**config.mk**
```make
export PLATFORM = sky130hd
export DESIGN_NAME = gin_tag_injector_flat
export DESIGN_NICKNAME = d
export VERILOG_FILES = /design/src/rtl/gin_tag_injector_if.sv /design/src/rtl/gin_tag_injector.sv /design/src/flat_wrapper.sv
export SDC_FILE = /design/constraint.sdc
export NUM_CORES = 1
export LEC_CHECK = 0
export CAP_MARGIN = 30
export CORE_MARGIN = 2
export CORE_UTILIZATION = 58
export CTS_BUF_LIST = sky130_fd_sc_hd__clkbuf_8
export DETAILED_ROUTE_END_ITERATION = 6
export MAX_ROUTING_LAYER = met4
export PLACE_DENSITY = 0.82
export SLEW_MARGIN = 15
export SYNTH_ARGS = -nofsm -noshare
export SYNTH_HDL_FRONTEND = slang
export SYNTH_SLANG_ARGS = --single-unit
export TNS_END_PERCENT = 30
```
**constraint.sdc**
```tcl
create_clock -name link_clk -period 13.74 [get_ports link_clk]
set_input_delay 1.374 -clock link_clk [delete_from_list [all_inputs] [get_ports link_clk]]
set_output_delay 1.374 -clock link_clk [all_outputs]
set_load 0.01 [all_outputs]
```
**src/rtl/gin_tag_injector_if.sv**
```systemverilog
// Source-stream and GIN-input handshake bundle for the tag injector.
interface gin_tag_injector_if #(
    parameter int unsigned DATA_WIDTH    = 64,
    parameter int unsigned ROW_TAG_WIDTH = 4,
    parameter int unsigned COL_TAG_WIDTH = 4
);
    // Untagged source word stream
    logic                     src_valid;
    logic [DATA_WIDTH-1:0]    src_data;
    logic                     src_ready;

    // Tagged word toward the GIN input
    logic [DATA_WIDTH-1:0]    data_out;
    logic [ROW_TAG_WIDTH-1:0] row_tag_out;
    logic [COL_TAG_WIDTH-1:0] col_tag_out;
    logic                     enable_out;
    logic                     ready_in;

    // Injector side
    modport master (
        input  src_valid, src_data, ready_in,
        output src_ready, data_out, row_tag_out, col_tag_out, enable_out
    );

    // Environment side (source and GIN)
    modport slave (
        output src_valid, src_data, ready_in,
        input  src_ready, data_out, row_tag_out, col_tag_out, enable_out
    );
endinterface

```
**src/rtl/gin_tag_injector.sv**
```systemverilog
// Stamps source words with row/col tags from a rectangular schedule and
// buffers them in a small FIFO toward the GIN input.
module gin_tag_injector #(
    parameter int unsigned DATA_WIDTH    = 64,
    parameter int unsigned ROW_TAG_WIDTH = 4,
    parameter int unsigned COL_TAG_WIDTH = 4,
    parameter int unsigned FIFO_DEPTH    = 4
) (
    input  logic                     link_clk,
    input  logic                     reset,
    input  logic                     cfg_start,
    input  logic [ROW_TAG_WIDTH-1:0] cfg_row_base,
    input  logic [COL_TAG_WIDTH-1:0] cfg_col_base,
    input  logic [ROW_TAG_WIDTH-1:0] cfg_num_rows,
    input  logic [COL_TAG_WIDTH-1:0] cfg_num_cols,
    gin_tag_injector_if.master       bus,
    output logic                     busy,
    output logic                     done
);

    localparam int unsigned PTR_W = (FIFO_DEPTH > 1) ? $clog2(FIFO_DEPTH) : 1;
    localparam int unsigned CNT_W = $clog2(FIFO_DEPTH + 1);

    typedef enum logic [1:0] {
        ST_IDLE  = 2'd0,
        ST_RUN   = 2'd1,
        ST_DRAIN = 2'd2
    } state_e;

    typedef struct packed {
        logic [DATA_WIDTH-1:0]    data;
        logic [ROW_TAG_WIDTH-1:0] row;
        logic [COL_TAG_WIDTH-1:0] col;
    } entry_t;

    state_e                   state_q, state_d;
    logic [ROW_TAG_WIDTH-1:0] row_base_q, row_base_d;
    logic [COL_TAG_WIDTH-1:0] col_base_q, col_base_d;
    logic [ROW_TAG_WIDTH-1:0] num_rows_q, num_rows_d;
    logic [COL_TAG_WIDTH-1:0] num_cols_q, num_cols_d;
    logic [ROW_TAG_WIDTH-1:0] r_cnt_q, r_cnt_d;
    logic [COL_TAG_WIDTH-1:0] c_cnt_q, c_cnt_d;
    logic                     done_q, done_d;

    entry_t                   mem_q [FIFO_DEPTH];
    logic [PTR_W-1:0]         wr_ptr_q, rd_ptr_q;
    logic [CNT_W-1:0]         count_q;

    logic                     fifo_full;
    logic                     fifo_empty;
    logic                     push;
    logic                     pop;
    logic                     last_col;
    logic                     last_row;
    entry_t                   push_entry;
    entry_t                   head_entry;

    // FIFO status and handshake qualification from registered state only
    assign fifo_full     = (count_q == CNT_W'(FIFO_DEPTH));
    assign fifo_empty    = (count_q == '0);
    assign bus.src_ready = (state_q == ST_RUN) && !fifo_full;
    assign push          = bus.src_valid && bus.src_ready;
    assign pop           = bus.enable_out && bus.ready_in;

    // Schedule position and the tag attached to the word being accepted
    assign last_col        = (c_cnt_q == (num_cols_q - COL_TAG_WIDTH'(1)));
    assign last_row        = (r_cnt_q == (num_rows_q - ROW_TAG_WIDTH'(1)));
    assign push_entry.data = bus.src_data;
    assign push_entry.row  = row_base_q + r_cnt_q;
    assign push_entry.col  = col_base_q + c_cnt_q;

    // Head entry drives the GIN input directly
    assign head_entry      = mem_q[rd_ptr_q];
    assign bus.enable_out  = !fifo_empty;
    assign bus.data_out    = head_entry.data;
    assign bus.row_tag_out = head_entry.row;
    assign bus.col_tag_out = head_entry.col;

    assign busy = (state_q != ST_IDLE);
    assign done = done_q;

    // Next-state, config latch and schedule counter logic
    always_comb begin
        state_d    = state_q;
        row_base_d = row_base_q;
        col_base_d = col_base_q;
        num_rows_d = num_rows_q;
        num_cols_d = num_cols_q;
        r_cnt_d    = r_cnt_q;
        c_cnt_d    = c_cnt_q;
        done_d     = 1'b0;

        unique case (state_q)
            ST_IDLE: begin
                if (cfg_start) begin
                    row_base_d = cfg_row_base;
                    col_base_d = cfg_col_base;
                    num_rows_d = cfg_num_rows;
                    num_cols_d = cfg_num_cols;
                    r_cnt_d    = '0;
                    c_cnt_d    = '0;
                    if ((cfg_num_rows == '0) || (cfg_num_cols == '0)) begin
                        state_d = ST_DRAIN;
                    end else begin
                        state_d = ST_RUN;
                    end
                end
            end
            ST_RUN: begin
                if (push) begin
                    if (last_col) begin
                        c_cnt_d = '0;
                        r_cnt_d = r_cnt_q + ROW_TAG_WIDTH'(1);
                        if (last_row) begin
                            state_d = ST_DRAIN;
                        end
                    end else begin
                        c_cnt_d = c_cnt_q + COL_TAG_WIDTH'(1);
                    end
                end
            end
            ST_DRAIN: begin
                if (fifo_empty) begin
                    done_d  = 1'b1;
                    state_d = ST_IDLE;
                end
            end
            default: begin
                state_d = ST_IDLE;
            end
        endcase
    end

    // Control and schedule registers
    always_ff @(posedge link_clk or posedge reset) begin
        if (reset) begin
            state_q    <= ST_IDLE;
            row_base_q <= '0;
            col_base_q <= '0;
            num_rows_q <= '0;
            num_cols_q <= '0;
            r_cnt_q    <= '0;
            c_cnt_q    <= '0;
            done_q     <= 1'b0;
        end else begin
            state_q    <= state_d;
            row_base_q <= row_base_d;
            col_base_q <= col_base_d;
            num_rows_q <= num_rows_d;
            num_cols_q <= num_cols_d;
            r_cnt_q    <= r_cnt_d;
            c_cnt_q    <= c_cnt_d;
            done_q     <= done_d;
        end
    end

    // Tagged-word FIFO storage, pointers and occupancy
    always_ff @(posedge link_clk or posedge reset) begin
        if (reset) begin
            for (int unsigned i = 0; i < FIFO_DEPTH; i++) begin
                mem_q[i] <= '0;
            end
            wr_ptr_q <= '0;
            rd_ptr_q <= '0;
            count_q  <= '0;
        end else begin
            if (push) begin
                mem_q[wr_ptr_q] <= push_entry;
                wr_ptr_q        <= wr_ptr_q + PTR_W'(1);
            end
            if (pop) begin
                rd_ptr_q <= rd_ptr_q + PTR_W'(1);
            end
            unique case ({push, pop})
                2'b10:   count_q <= count_q + CNT_W'(1);
                2'b01:   count_q <= count_q - CNT_W'(1);
                default: count_q <= count_q;
            endcase
        end
    end

endmodule

```
**src/flat_wrapper.sv**
```systemverilog
// flat-port wrapper written by rule: the top's interface ports become plain ports
module gin_tag_injector_flat 
#(
    parameter int unsigned DATA_WIDTH    = 64,
    parameter int unsigned ROW_TAG_WIDTH = 4,
    parameter int unsigned COL_TAG_WIDTH = 4,
    parameter int unsigned FIFO_DEPTH    = 4
)
  (link_clk, reset, cfg_start, cfg_row_base, cfg_col_base, cfg_num_rows, cfg_num_cols, busy, done, bus_src_valid, bus_src_data, bus_ready_in, bus_src_ready, bus_data_out, bus_row_tag_out, bus_col_tag_out, bus_enable_out);
  gin_tag_injector_if #(.DATA_WIDTH(DATA_WIDTH), .ROW_TAG_WIDTH(ROW_TAG_WIDTH), .COL_TAG_WIDTH(COL_TAG_WIDTH)) bus_i ();
  input  logic link_clk;
  input  logic reset;
  input  logic cfg_start;
  input  logic [ROW_TAG_WIDTH-1:0] cfg_row_base;
  input  logic [COL_TAG_WIDTH-1:0] cfg_col_base;
  input  logic [ROW_TAG_WIDTH-1:0] cfg_num_rows;
  input  logic [COL_TAG_WIDTH-1:0] cfg_num_cols;
  output logic busy;
  output logic done;
  input wire logic [$bits(bus_i.src_valid)-1:0] bus_src_valid;
  input wire logic [$bits(bus_i.src_data)-1:0] bus_src_data;
  input wire logic [$bits(bus_i.ready_in)-1:0] bus_ready_in;
  output wire logic [$bits(bus_i.src_ready)-1:0] bus_src_ready;
  output wire logic [$bits(bus_i.data_out)-1:0] bus_data_out;
  output wire logic [$bits(bus_i.row_tag_out)-1:0] bus_row_tag_out;
  output wire logic [$bits(bus_i.col_tag_out)-1:0] bus_col_tag_out;
  output wire logic [$bits(bus_i.enable_out)-1:0] bus_enable_out;
  assign bus_i.src_valid = bus_src_valid;
  assign bus_i.src_data = bus_src_data;
  assign bus_i.ready_in = bus_ready_in;
  assign bus_src_ready = bus_i.src_ready;
  assign bus_data_out = bus_i.data_out;
  assign bus_row_tag_out = bus_i.row_tag_out;
  assign bus_col_tag_out = bus_i.col_tag_out;
  assign bus_enable_out = bus_i.enable_out;
  gin_tag_injector #(.DATA_WIDTH(DATA_WIDTH), .ROW_TAG_WIDTH(ROW_TAG_WIDTH), .COL_TAG_WIDTH(COL_TAG_WIDTH), .FIFO_DEPTH(FIFO_DEPTH)) u_core (.link_clk(link_clk), .reset(reset), .cfg_start(cfg_start), .cfg_row_base(cfg_row_base), .cfg_col_base(cfg_col_base), .cfg_num_rows(cfg_num_rows), .cfg_num_cols(cfg_num_cols), .bus(bus_i), .busy(busy), .done(done));
endmodule
```
After elaboration in Yosys (flattened, before gate mapping)
Index checks and enable logic that the tools add are counted.

Add/subtract/negate cells: 10. Multiply operators: 0. Divide/modulo/power cells: 0. Order comparisons: 3. Equality and inequality tests: 12. Shifts and indexed selects: 0. Muxes and demuxes: 23. Bitwise logic cells: 2. Reductions and logical operators: 18.

Operators by type and width (number): $bwmux 288 (1); $mux 72 (3); $bmux 72 s2 (1); $demux 72 s2 (1); $mux 4 (5); $pmux 4 s2 (2); $mux 2 (6); $add 4x1->4 const B (2); $add 4x4->4 (2); $eq 4x4->1 (2); $logic_not 4->1 (2); $ne 2x1->1 const B (4); $sub 4x1->4 const B (2); $ge 3x3->1 const B (2); $not 2->3 (2); $pmux 2 s3 (1); $pmux 3 s2 (1); $reduce_bool 2->1 (3); $reduce_and 5->1 (1); $add 2x1->2 const B (2); $eq 2x1->1 const B (2); $eq 2x2->1 const B (2); $logic_and 1x1->1 (4); $reduce_and 4->1 (1); 12 further kinds (14).

Register bits: 322. Bits in latches: 0. RAM bits: 0. ROM bits: 0. Bits of input ports: 85. Output and inout bits: 76. Memories kept: 0.

Logic depth before layout (Yosys ltp)
Gate-level depths: netlist (run 1).

Word-level depth: 6. Mapped depth: 10.

Worst setup path after synthesis (run 1)
Ideal clock, no wire load.

Kind: register to output. From: register u_core.rd_ptr_q[0]. To: output bus_col_tag_out[0]. Arrival: 1.401 ns. Data required time: 12.366 ns. Path slack: 10.965 ns. Stages on the path, launching flop included: 4. Path buffers: 2. Cell sequence: dfrtp_1 buf_2 buf_2 mux4_2.

Longest elaborated chain between the ends: 4.

RTL lines: start: declaration (RTL line gin_tag_injector.sv:46) `logic [PTR_W-1:0] wr_ptr_q, rd_ptr_q;`; start signal: assignment (RTL line gin_tag_injector.sv:172) `rd_ptr_q <= rd_ptr_q + PTR_W'(1);`; $not 2->3 (not written as such) (RTL line gin_tag_injector.sv:73) `assign head_entry = mem_q[rd_ptr_q];`; $bmux 72 s2 (RTL line gin_tag_injector.sv:73); $mux 72 (not written as such) (2 in a row) (RTL line gin_tag_injector.sv:73); end: declaration (RTL line flat_wrapper.sv:26) `output wire logic [$bits(bus_i.col_tag_out)-1:0] bus_col_tag_out;`.

No other way between the ends. The select of a mux whose other input is x is not followed.

Worst setup path after layout (run 1)
From: register u_core.rd_ptr_q[0]. To: output bus_data_out[17].

Longest elaborated chain between the ends: 4.

RTL lines: $not 2->3 (not written as such) (RTL line gin_tag_injector.sv:73); $bmux 72 s2 (RTL line gin_tag_injector.sv:73); $mux 72 (not written as such) (2 in a row) (RTL line gin_tag_injector.sv:73); end: declaration (RTL line flat_wrapper.sv:24) `output wire logic [$bits(bus_i.data_out)-1:0] bus_data_out;`.

No other way between the ends. The select of a mux whose other input is x is not followed.

==> metrics.txt, run 1 <==
status=finished clean; core area=0.0244 mm^2; largest net degree at the start of global routing=187; Die W=162 um; die area=0.0262 mm^2; Hold Fails Final Rpt=0; I/O pins=161; Tightest Pin Transition=0.992 ns; WL/cell=19.4 um; leakage dissipation=0.00738 uW; Worst VDD drop=0.000153 V; Hold Buf Count CTS=0; Max Cap Viol=0; Synth Area per Inst=16.1 um^2; first-pass GRT wire length=46.5 mm; top_reg_cell synth=dfrtp_1; IO Port Bufs=160; die height=162 um; Async SR Flop Fraction=100%; H-tree depth=2; worst hold-check path type=reg -> reg; initial antenna violation count=2; Crit path arrival time=3.38 ns; Synth Cell Area=0.0144 mm^2; relative slew slack=33.9%; gr ovfl total=0; Worst-path clk slew=0.06 ns; num rows=57; total track usage=23.0%; Setup Viol. Count Final=0; syn nets=1,001; postcts setup bufs=0; Root Driver=clkbuf_8; PwrDens=264 mW/mm^2; post_cts resized=0; sequential area share after synthesis=55.8%; gpl congestion=0.758; mean number of vias per cell=5.70; Final HPWL DP=17.2 mm; area growth from synthesis to layout=19.9%; Vias=8,180; Fmax=210 MHz; critical path peak fanout=41; Antenna Violating Nets Remaining=0; Slew Limit Fails=0; crit start category=register; Initial Utilization=59.2%; DRC=0; Sink Count=322; Power, Total=4570 uW; share of post-route cells with drive strength above 1=29.5%; CP required=12.37 ns; clock buffer depth=3; Worst Clk Skew=0.0147 ns; synthesized instance count=898; router iterations before antenna repair=4; CTS buffer count=53; number of global-route vias before repair=8,903; setup TNS=0 ns; flop-to-flop setup slack=11.09 ns; fin crit share=34.6%; clock latency on the worst-skew pair=0.56 ns; Seq cells post-synth=322; Cell variety after synth=49; min Tclk post-route=4.76 ns; Crit Path Category=reg -> out; Post-synth EDFFs=0; CTS tree=built; nets=1,172; RSZ-0062 raised after global routing=false; Crit. End Element=output pin; Detailed Route Iter0 Violations=497; drt total wl=27.9 mm; Ys Warns=0
report_power, final:
| group | switching [uW] | internal [uW] | leakage [uW] | total [uW] |
|---|---|---|---|---|
| clock network | 365 | 452 | 0.000626 | 817 |
| registers | 306 | 1430 | 0.00383 | 1740 |
| logic | 786 | 1230 | 0.00292 | 2020 |
critical path: stages, from the launching register on:
cell and delay (ns):
dfrtp_4 0.87, buf_4 0.79, mux4_2 0.64, clkdlybuf4s50_1 0.51
sequential cells by signal, indices dropped and copies added, names as in the netlist:
name	cells
u_core.c_cnt_q	4
u_core.mem_q	288
u_core.rd_ptr_q	2
u_core.row_base_q	4
u_core.state_q	2
u_core.num_cols_q	4
u_core.r_cnt_q	4
u_core.num_rows_q	4
u_core.col_base_q	4
u_core.count_q	3
u_core.done	1
u_core.wr_ptr_q	2
metrics by stage:
| step | hold WS [ns] | setup WS [ns] | instance area, um^2 | util [%] | std cells |
|---|---|---|---|---|---|
| global placement | 0.458 | 9.50 | 16200 | 66.4 | 1336 |
| detailed placement | 0.469 | 9.48 | 16200 | 66.5 | 1337 |
| CTS | 0.482 | 8.86 | 17300 | 70.9 | 1432 |
| global route | 0.506 | 8.71 | 17300 | 71.0 | 1435 |
| finish | 0.481 | 8.98 | 17300 | 71.0 | 1435 |
| floorplan | 0.444 | 3.45 | 14400 | - | 898 |
kinds of logic (layout without fill, tap and decap cells):
group | count (synthesis) | count (layout) | synth area share (%)
xor gates and xnor gates | 24 | 24 | 1.60
AOI/OAI and AO/OA | 44 | 44 | 1.92
buffers and inverters | 70 | 281 | 2.98
and+or+nand+nor | 62 | 62 | 2.46
DFF | 322 | 322 | 55.8
adders and majority gates | 18 | 18 | 1.72
muxes | 358 | 358 | 33.5
other | 0 | 2 | 0
layout make-up:
cell class                 count  area, um^2
antenna                        2        5.00
clock buffer                  70         963
clock inverter                25         103
fill                        1634        7070
inverter                      17        71.3
multi-input combinational    506        5980
sequential                   322        8070
tap                          324         405
timing repair buffer         169        1720
cell usage after synthesis (5+ instances only):
cell / instances / share of area, %
clkbuf_1: 9 / 0.23
ha_1: 15 / 1.3
nand2_1: 25 / 0.65
xor2_1: 6 / 0.36
buf_6: 16 / 1.2
buf_2: 23 / 0.80
buf_4: 5 / 0.26
o21ai_0: 23 / 0.80
mux2_1: 129 / 10
a21oi_1: 5 / 0.17
dfrtp_1: 322 / 56
xnor2_1: 16 / 0.97
mux4_2: 72 / 11
inv_1: 17 / 0.44
mux2_2: 155 / 12
metal layers:
metal / vias up / routed length [um] / track usage (%)
met5: - / 0 / -
met4: 0 / 595 / 5.91
met3: 54 / 1550 / 5.01
met2: 195 / 13100 / 35.0
met1: 4261 / 12600 / 32.2
li1: 3670 / - / -
cells in the final DEF (no fill, tap or decap), drive strengths merged, types with 9 or more instances in the layout:
cell type / count
clkbuf: 70
o21ai: 23
nand2: 25
inv: 37
clkdlybuf4s50: 160
xnor2: 17
ha: 15
mux4: 72
buf: 9
mux2: 284
dfrtp: 322
final timing paths:
check | start | cells past startpoint | endpoint
max in group asynchronous | reset | 3 | u_core.rd_ptr_q[0]
min in group asynchronous | reset | 2 | u_core.mem_q[165]
min reg2reg | u_core.mem_q[79] | 2 | u_core.mem_q[79]
min | u_core.mem_q[79] | 2 | u_core.mem_q[79]
max reg2reg | u_core.count_q[0] | 4 | u_core.mem_q[218]
max | u_core.rd_ptr_q[0] | 3 | bus_data_out[17]
Power figures use the tool's default switching activity.
==> run 2: changes to the inputs <==
- clock period: 13.74 -> 4.6 ns (I/O delays scaled with it)
==> run 2 against run 1 <==
Compared with the run above:
- clock power rose to 2.8 times the previous value
- largest cell class unchanged
- register-to-register slack worse by 9.1 ns
- via count grew 0.18%
- critical endpoint is now bus_data_out[20]
- first-iteration DRC count down 22%
- critical path type unchanged
- final cell count shrank 0.21%
- global-route usage fell by 0.61 points
==> metrics.txt, run 2 (synthesis results as in run 1) <==
min Tclk post-route=3.39 ns; CTS buffer count=52; IO Port Bufs=160; CTS tree=built; clock latency on the worst-skew pair=0.56 ns; postcts setup bufs=0; total track usage=22.4%; Hold Fails Final Rpt=0; largest net degree at the start of global routing=141; WL/cell=19.4 um; die height=162 um; # fillers=1,690; Worst VDD drop=0.000536 V; multi-input logic area=0.00598 mm^2; area growth from synthesis to layout=19.5%; Worst Reg2Reg Path Length in Cells=4; clock power share=16.9%; gpl congestion=0.742; Root Driver=clkbuf_8; Worst Clk Skew=0.0164 ns; max reg flops=288; Initial Utilization=59.2%; share of post-route cells with drive strength above 1=29.5%; placed cell count=1,341; leakage dissipation=0.00734 uW; relative slew slack=43.5%; total net switching power=4360 uW; worst hold-check path type=in -> async; Slew Limit Fails=0; first-pass GRT wire length=45.2 mm; Final HPWL DP=17.4 mm; crit start category=register; Setup Viol. Count Final=0; Die W=162 um; Vias=8,195; PwrDens=784 mW/mm^2; sw frac=32.2%; most common cell after layout, fill and taps aside=dfrtp_1; Seq pwr share=38.2%; clock buffer depth=3; Tightest Pin Transition=0.848 ns; non-filler cells, final=1,432; Most flops, register=u_core.mem_q; Crit. End Element=output pin; mean number of vias per cell=5.72; RSZ-0062 raised after global routing=false; Detailed Route Iter0 Violations=386; nets=1,175; setup TNS=0 ns; num rows=57; I/O pins=161; gr ovfl total=0; Antenna Violating Nets Remaining=0; router iterations before antenna repair=4; CP required=4.14 ns; fin crit share=73.7%; Pint=9190 uW; DRC=0; Crit path arrival time=2.93 ns; number of global-route vias before repair=8,652; core area=0.0244 mm^2; Fmax=295 MHz; initial antenna violation count=1; H-tree depth=2; Power, Total=13,500 uW; final core occ=70.8%; critical path peak fanout=28; commonest cells after routing, fill and taps aside=dfrtp_1, clkdlybuf4s50_1, mux2_2, mux2_1, mux4_2; Comb pwr share=44.9%; Crit Path Category=reg -> out; Worst-path clk slew=0.06 ns; Max Cap Viol=0; die area=0.0262 mm^2; post_cts resized=0; Hold Buf Count CTS=0; status=finished clean; drt total wl=27.7 mm; Sink Count=322; Register Area=0.00807 mm^2
-- run 2: changes by cell type in the layout (fill, tap and decap cells not counted) --
| cell | previous run | this run |
|---|---|---|
| clkinv_2 | 4 | 7 |
| clkbuf_8 | 70 | 62 |
| inv_8 | 1 | 0 |
| buf_16 | 2 | 1 |
| clkinvlp_4 | 1 | 3 |
| buf_4 | 6 | 8 |
| inv_1 | 36 | 34 |
| buf_12 | 1 | 4 |
| diode_2 | 2 | 1 |
-- run 2: worst paths after layout --
kind	start	to	slack, ns
worst max-delay path	u_core.rd_ptr_q[0]	bus_data_out[20]	1.21
worst min-delay path	reset	u_core.mem_q[248]	0.36
worst max register to register	u_core.count_q[0]	u_core.mem_q[81]	1.99
worst min register to register	u_core.mem_q[7]	u_core.mem_q[7]	0.48
max in group asynchronous	reset	u_core.mem_q[81]	3.51
min in group link_clk	u_core.mem_q[7]	u_core.mem_q[7]	0.48
-- run 2: area by class of cell --
type / count / share of cell area (%)
clock buffers: 62 / 4.94
diodes: 1 / 0.0145
well taps: 324 / 2.35
clock inverters: 27 / 0.681
multi-input cells: 506 / 34.7
repair buffers: 173 / 10.2
flip-flops and latches: 322 / 46.7
inverters: 17 / 0.391
-- run 2: metrics by stage --
step | instance area, um^2 | hold WS, ns | setup WS [ns]
2_1_floorplan | 14400 | 0.444 | -0.155
3_3_place_gp | 16200 | 0.456 | 1.68
3_5_place_dp | 16300 | 0.465 | 1.68
4_1_cts | 17200 | 0.444 | 1.12
5_1_grt | 17300 | 0.345 | 1.01
6_report | 17300 | 0.364 | 1.21
-- run 2: power by group through the flow --
stage               registers (uW)  clock network (uW)  logic (uW)
floorplan                     4800                   0        4240
global placement              5200                   0        5930
detailed placement            5220                   0        6160
CTS                           5170                2350        6180
global route                  5360                2490        6540
finish                        5170                2290        6080
-- run 2: critical path: stages (launching register included) --
cell and delay, ns:
dfrtp_4 0.80, buf_4 0.44, mux4_2 0.58, clkdlybuf4s50_1 0.51
-- run 2: layer usage --
layer | wire length, um | share of wire (%) | track usage [%]
met5 | 0 | 0 | -
met2 | 13400 | 48 | 35.5
met3 | 1480 | 5.4 | 4.37
met1 | 12400 | 45 | 30.4
met4 | 466 | 1.7 | 5.67
